### src/rtl/nicnac16_pkg.sv
// Shared types and constants for the NICNAC16 memory arbiter slice.
// Requester IDs double as the owner / last-grant encoding.
package nicnac16_pkg;

    localparam int DEF_AW = 12;
    localparam int DEF_DW = 16;

    localparam logic REQ_CPU = 1'b0;
    localparam logic REQ_LDR = 1'b1;

    typedef enum logic [1:0] {
        IDLE   = 2'd0,
        ACCESS = 2'd1,
        RWAIT  = 2'd2,
        DONE   = 2'd3
    } state_e;

endpackage

### src/rtl/nicnac16_mem_arbiter_rr_arb2.sv
// Combinational two-way round-robin pick: a lone requester wins,
// a tie goes to whoever was not granted last.
module rr_arb2
    import nicnac16_pkg::*;
(
    input  logic [1:0] req_i,
    input  logic       last_gnt_i,
    output logic       gnt_vld_o,
    output logic       gnt_id_o
);

    always_comb begin
        gnt_vld_o = |req_i;
        if (&req_i) begin
            gnt_id_o = ~last_gnt_i;
        end else if (req_i[REQ_LDR]) begin
            gnt_id_o = REQ_LDR;
        end else begin
            gnt_id_o = REQ_CPU;
        end
    end

endmodule

### src/rtl/nicnac16_mem_arbiter.sv
// CPU / loader arbiter and sequencer for the single-port main RAM.
// Write acks 2 cycles after the sampling IDLE cycle, reads 3; every output is registered.
module nicnac16_mem_arbiter
    import nicnac16_pkg::*;
#(
    parameter int AW = DEF_AW,
    parameter int DW = DEF_DW
) (
    input  logic          clk_i,
    input  logic          rst_n_i,
    input  logic          cpu_req_i,
    input  logic          cpu_we_i,
    input  logic [AW-1:0] cpu_addr_i,
    input  logic [DW-1:0] cpu_wdata_i,
    output logic          cpu_ack_o,
    output logic [DW-1:0] cpu_rdata_o,
    input  logic          ldr_req_i,
    input  logic          ldr_we_i,
    input  logic [AW-1:0] ldr_addr_i,
    input  logic [DW-1:0] ldr_wdata_i,
    output logic          ldr_ack_o,
    output logic [DW-1:0] ldr_rdata_o,
    output logic          mem_en_o,
    output logic          mem_we_o,
    output logic [AW-1:0] mem_addr_o,
    output logic [DW-1:0] mem_wdata_o,
    input  logic [DW-1:0] mem_rdata_i,
    output logic          owner_ldr_o
);

    state_e        state_q, state_d;
    logic          last_gnt_q, last_gnt_d;
    logic          owner_q, owner_d;
    logic          we_q, we_d;
    logic          mem_en_q, mem_en_d;
    logic          mem_we_q, mem_we_d;
    logic [AW-1:0] mem_addr_q, mem_addr_d;
    logic [DW-1:0] mem_wdata_q, mem_wdata_d;
    logic          cpu_ack_q, cpu_ack_d;
    logic          ldr_ack_q, ldr_ack_d;
    logic [DW-1:0] cpu_rdata_q, cpu_rdata_d;
    logic [DW-1:0] ldr_rdata_q, ldr_rdata_d;
    logic          gnt_vld;
    logic          gnt_id;

    rr_arb2 u_arb (
        .req_i      ({ldr_req_i, cpu_req_i}),
        .last_gnt_i (last_gnt_q),
        .gnt_vld_o  (gnt_vld),
        .gnt_id_o   (gnt_id)
    );

    always_comb begin
        state_d     = state_q;
        last_gnt_d  = last_gnt_q;
        owner_d     = owner_q;
        we_d        = we_q;
        mem_en_d    = 1'b0;
        mem_we_d    = 1'b0;
        mem_addr_d  = mem_addr_q;
        mem_wdata_d = mem_wdata_q;
        cpu_ack_d   = 1'b0;
        ldr_ack_d   = 1'b0;
        cpu_rdata_d = cpu_rdata_q;
        ldr_rdata_d = ldr_rdata_q;

        case (state_q)
            IDLE: begin
                if (gnt_vld) begin
                    owner_d    = gnt_id;
                    last_gnt_d = gnt_id;
                    mem_en_d   = 1'b1;
                    state_d    = ACCESS;
                    if (gnt_id == REQ_LDR) begin
                        we_d        = ldr_we_i;
                        mem_we_d    = ldr_we_i;
                        mem_addr_d  = ldr_addr_i;
                        mem_wdata_d = ldr_wdata_i;
                    end else begin
                        we_d        = cpu_we_i;
                        mem_we_d    = cpu_we_i;
                        mem_addr_d  = cpu_addr_i;
                        mem_wdata_d = cpu_wdata_i;
                    end
                end
            end
            ACCESS: begin
                if (we_q) begin
                    cpu_ack_d = (owner_q == REQ_CPU);
                    ldr_ack_d = (owner_q == REQ_LDR);
                    state_d   = DONE;
                end else begin
                    state_d   = RWAIT;
                end
            end
            RWAIT: begin
                // RAM data belongs to the ACCESS cycle just past
                if (owner_q == REQ_LDR) begin
                    ldr_rdata_d = mem_rdata_i;
                    ldr_ack_d   = 1'b1;
                end else begin
                    cpu_rdata_d = mem_rdata_i;
                    cpu_ack_d   = 1'b1;
                end
                state_d = DONE;
            end
            DONE: begin
                owner_d = REQ_CPU;
                state_d = IDLE;
            end
            default: state_d = IDLE;
        endcase
    end

    always_ff @(posedge clk_i or negedge rst_n_i) begin
        if (!rst_n_i) begin
            state_q     <= IDLE;
            last_gnt_q  <= REQ_LDR;
            owner_q     <= REQ_CPU;
            we_q        <= 1'b0;
            mem_en_q    <= 1'b0;
            mem_we_q    <= 1'b0;
            mem_addr_q  <= '0;
            mem_wdata_q <= '0;
            cpu_ack_q   <= 1'b0;
            ldr_ack_q   <= 1'b0;
            cpu_rdata_q <= '0;
            ldr_rdata_q <= '0;
        end else begin
            state_q     <= state_d;
            last_gnt_q  <= last_gnt_d;
            owner_q     <= owner_d;
            we_q        <= we_d;
            mem_en_q    <= mem_en_d;
            mem_we_q    <= mem_we_d;
            mem_addr_q  <= mem_addr_d;
            mem_wdata_q <= mem_wdata_d;
            cpu_ack_q   <= cpu_ack_d;
            ldr_ack_q   <= ldr_ack_d;
            cpu_rdata_q <= cpu_rdata_d;
            ldr_rdata_q <= ldr_rdata_d;
        end
    end

    assign cpu_ack_o   = cpu_ack_q;
    assign ldr_ack_o   = ldr_ack_q;
    assign cpu_rdata_o = cpu_rdata_q;
    assign ldr_rdata_o = ldr_rdata_q;
    assign mem_en_o    = mem_en_q;
    assign mem_we_o    = mem_we_q;
    assign mem_addr_o  = mem_addr_q;
    assign mem_wdata_o = mem_wdata_q;
    assign owner_ldr_o = owner_q;

endmodule

### config.mk
export PLATFORM = sky130hd
export DESIGN_NAME = nicnac16_mem_arbiter
export DESIGN_NICKNAME = d
export VERILOG_FILES = /design/src/rtl/nicnac16_pkg.sv /design/src/rtl/nicnac16_mem_arbiter_rr_arb2.sv /design/src/rtl/nicnac16_mem_arbiter.sv
export SDC_FILE = /design/constraint.sdc
export NUM_CORES = 1
export LEC_CHECK = 0
export ABC_CLOCK_PERIOD_IN_PS = 1800
export CORE_ASPECT_RATIO = 1.75
export CORE_MARGIN = 2
export CORE_UTILIZATION = 41
export DETAILED_ROUTE_END_ITERATION = 8
export PLACE_DENSITY = 0.8
export SLEW_MARGIN = 20
export SYNTH_ARGS = -nofsm -noshare
export SYNTH_HDL_FRONTEND = slang
export SYNTH_SLANG_ARGS = --single-unit
### constraint.sdc
create_clock -name clk_i -period 1.8 [get_ports clk_i]
set_clock_uncertainty 0.05 [all_clocks]
set_input_delay 0.36 -clock clk_i [delete_from_list [all_inputs] [get_ports clk_i]]
set_output_delay 0.36 -clock clk_i [all_outputs]
set_load 0.05 [all_outputs]
==> flow_summary.toml <==
[place]
dp_hpwl_um = 5590
io_buffers = 142
place_area_um2 = 4510
place_congestion = 0.788

[worst_hold_path]
hold_path.class = "in2async"

[floorplanning]
dieWidth_um = 69.9
initial_utilization = 0.417
pin_count = 143
dieHeight_um = 119
die_area_um2 = 8330
core_um2 = 7460
fp-row-count = 42

[drt]
drt_wl_total_um = 7430
num_vias = 2500
wl_per_cell_um = 14.7
drc = 0
postRouteAntennaNets = 0
initialDrtViolationCount = 130
avgViaCountPerCell = 4.96
firstDrtPassIters = 4

[setup_path]
critPathArrivalTime_ns = 1.81
cpPeakStageDelay_ns = 0.43
slowest_stage = "dfrtp_1"
critPathMaxFanout = 16
critPathRequiredTime_ns = 1.95
critPathLaunchType = "flop"
crit_type = "reg2reg"
crit_chain = "inv_1, ha_1, nor2b_2, buf_12, mux2_1"
ff2ff_setup_slack_ns = 0.14
r2r_start = "state_q[0]"
critPathLaunch = "state_q[0]"
worst_setup_path_end_kind = "flop"

[timing]
min_period_ns = 1.66
setup_tns_ns = 0
rsz0062_at_grt = "no"
clock.fmax_mhz = 603
max-slew-margin-rel = 0.757
fin_crit_sh = 0.921
drv_slew = 0
setup_viol = 0
hold_ws_ns = 0.00365
hold_viol = 0
worst_pin_slew_ns = 0.364

[yosys]
syn_area_um2 = 3110
synth_top_area_cell = "dfrtp_1"
syn-instance-count = 261
async_reset_ff_frac = 1.00
avgSynthCellArea_um2 = 11.9
ys_ff_latch = 69
synth_top_area_frac = 0.547
yosysMostFrequentCell = "dfrtp_1"
yosys_most_used_dff = "dfrtp_1"
syn_nets = 344
synth_edf_count = 0
synth_cell_type_count = 28
synthTopCellsByCount = "68 x dfrtp_1, 38 x nand2_1, 33 x nor2_1, 20 x a31oi_1, 20 x nand2_2"
seq_area_frac_synth = 0.555
synthTopCellsByArea = "dfrtp_1 55%, mux2_1 6.2%, mux2_4 4.8%"
yosysWarningCount = 0

[grt]
track_usage = 0.190
grt_max_degree = 70
grt_pass1_wl_um = 12400
antenna_found_initial = 0
gr-total-overflow = 0
grt_pass1_vias = 2636

[clocking]
cts_hold_buf = 0
postCtsSetupBuffers = 0
path_clk_slew_ns = 0.05
clock_latency_ns = 0.32
cts.sinks = 69
cts_root_buf = "clkbuf_16"
cts_inserted_buffers = 9
cts_tree = "done"
h-tree-depth = 3
cts_buffer_depth = 2
cts_resized = 0

[layout]
antennaDiodeCount = 0
synthToLayoutAreaGrowth_pct = 55.0
fin_nets = 494
design_area_um2 = 4820
drive_gt1_frac = 0.351

[power_and_ir_drop]
ir_drop_v = 0.00104
leakage_uw = 0.00215
power-per-cell-area_nw_per_um2 = 2190
power_uw = 10500

[outcome]
status = "complete, no violations"

[job]
max_cap_viol_count = 0
kinds of logic after synthesis:
family / after synthesis / share of synthesized area
AOI/OAI and AO/OA: 38 / 0.0989
adders and majority gates: 5 / 0.0201
buffers and inverters: 19 / 0.0527
DFF: 69 / 0.555
muxes: 34 / 0.135
and+or+nand+nor: 96 / 0.138
layer usage:
metal | part of all wire | vias up | global-route usage
li1 | - | 1187 | -
met1 | 0.36 | 1202 | 0.210
met2 | 0.55 | 94 | 0.319
met3 | 0.061 | 17 | 0.0626
met4 | 0.029 | 0 | 0.0986
met5 | 0 | - | 0
sequential cells by signal, indices dropped and copies added, names as in the netlist:
signal / flops
cpu_rdata_o: 16
mem_en_o: 1
state_q: 2
mem_addr_o: 12
ldr_ack_o: 1
cpu_ack_o: 1
we_q: 1
mem_we_o: 1
owner_ldr_o: 1
ldr_rdata_o: 16
mem_wdata_o: 16
last_gnt_q: 1
final timing paths:
path,cells after the start,to
setup / recovery,5,cpu_rdata_o[3]
hold / removal,2,cpu_rdata_o[2]
setup reg to reg,5,cpu_rdata_o[3]
hold reg to reg,1,cpu_rdata_o[1]
max in group asynchronous,2,last_gnt_q
min in group clk_i,1,cpu_rdata_o[1]
where the power goes:
group	switching [uW]	leakage (uW)	internal [uW]	total, uW
sequential	451	0.000797	2350	2800
clock	634	0.000148	1150	1780
combinational	3850	0.00121	2120	5970
worst max-delay path, delay by kind of cell (launching register included):
| family | cells | cell delay [ns] |
|---|---|---|
| muxes | 1 | 0.34 |
| and+or+nand+nor | 1 | 0.20 |
| DFF | 1 | 0.43 |
| adders and majority gates | 1 | 0.20 |
| buffers and inverters | 2 | 0.32 |
cells in the final DEF, fill, tap and decap left out, types with 6 or more instances in the layout:
master,netlist,final
dfrtp_1,68,68
buf_4,2,71
nand2_2,20,20
buf_12,3,7
nand2_1,38,38
nor2_1,33,33
clkdlybuf4s50_1,0,76
a31oi_1,20,20
mux2_4,10,10
mux2_2,6,6
a31oi_2,9,9
clkbuf_16,0,9
mux2_1,17,17
stage by stage:
step	util	worst slack (ns)	instances
final	0.646	0.142	504
after global routing	0.646	0.0389	504
after CTS	0.646	0.129	504
after detailed placement	0.605	-0.000915	488
after global placement	0.605	0.0662	488
after floorplan	-	0.162	261
final cells by class:
| cell class | count | area, um2 |
|---|---|---|
| clock buffer | 11 | 253 |
| clock inverter | 5 | 58.8 |
| fill | 613 | 2640 |
| inverter | 3 | 11.3 |
| multi-input combinational | 173 | 1220 |
| sequential | 69 | 1730 |
| tap | 88 | 110 |
| timing repair buffer | 155 | 1440 |
Note: power is estimated with default switching activity, not from simulation.
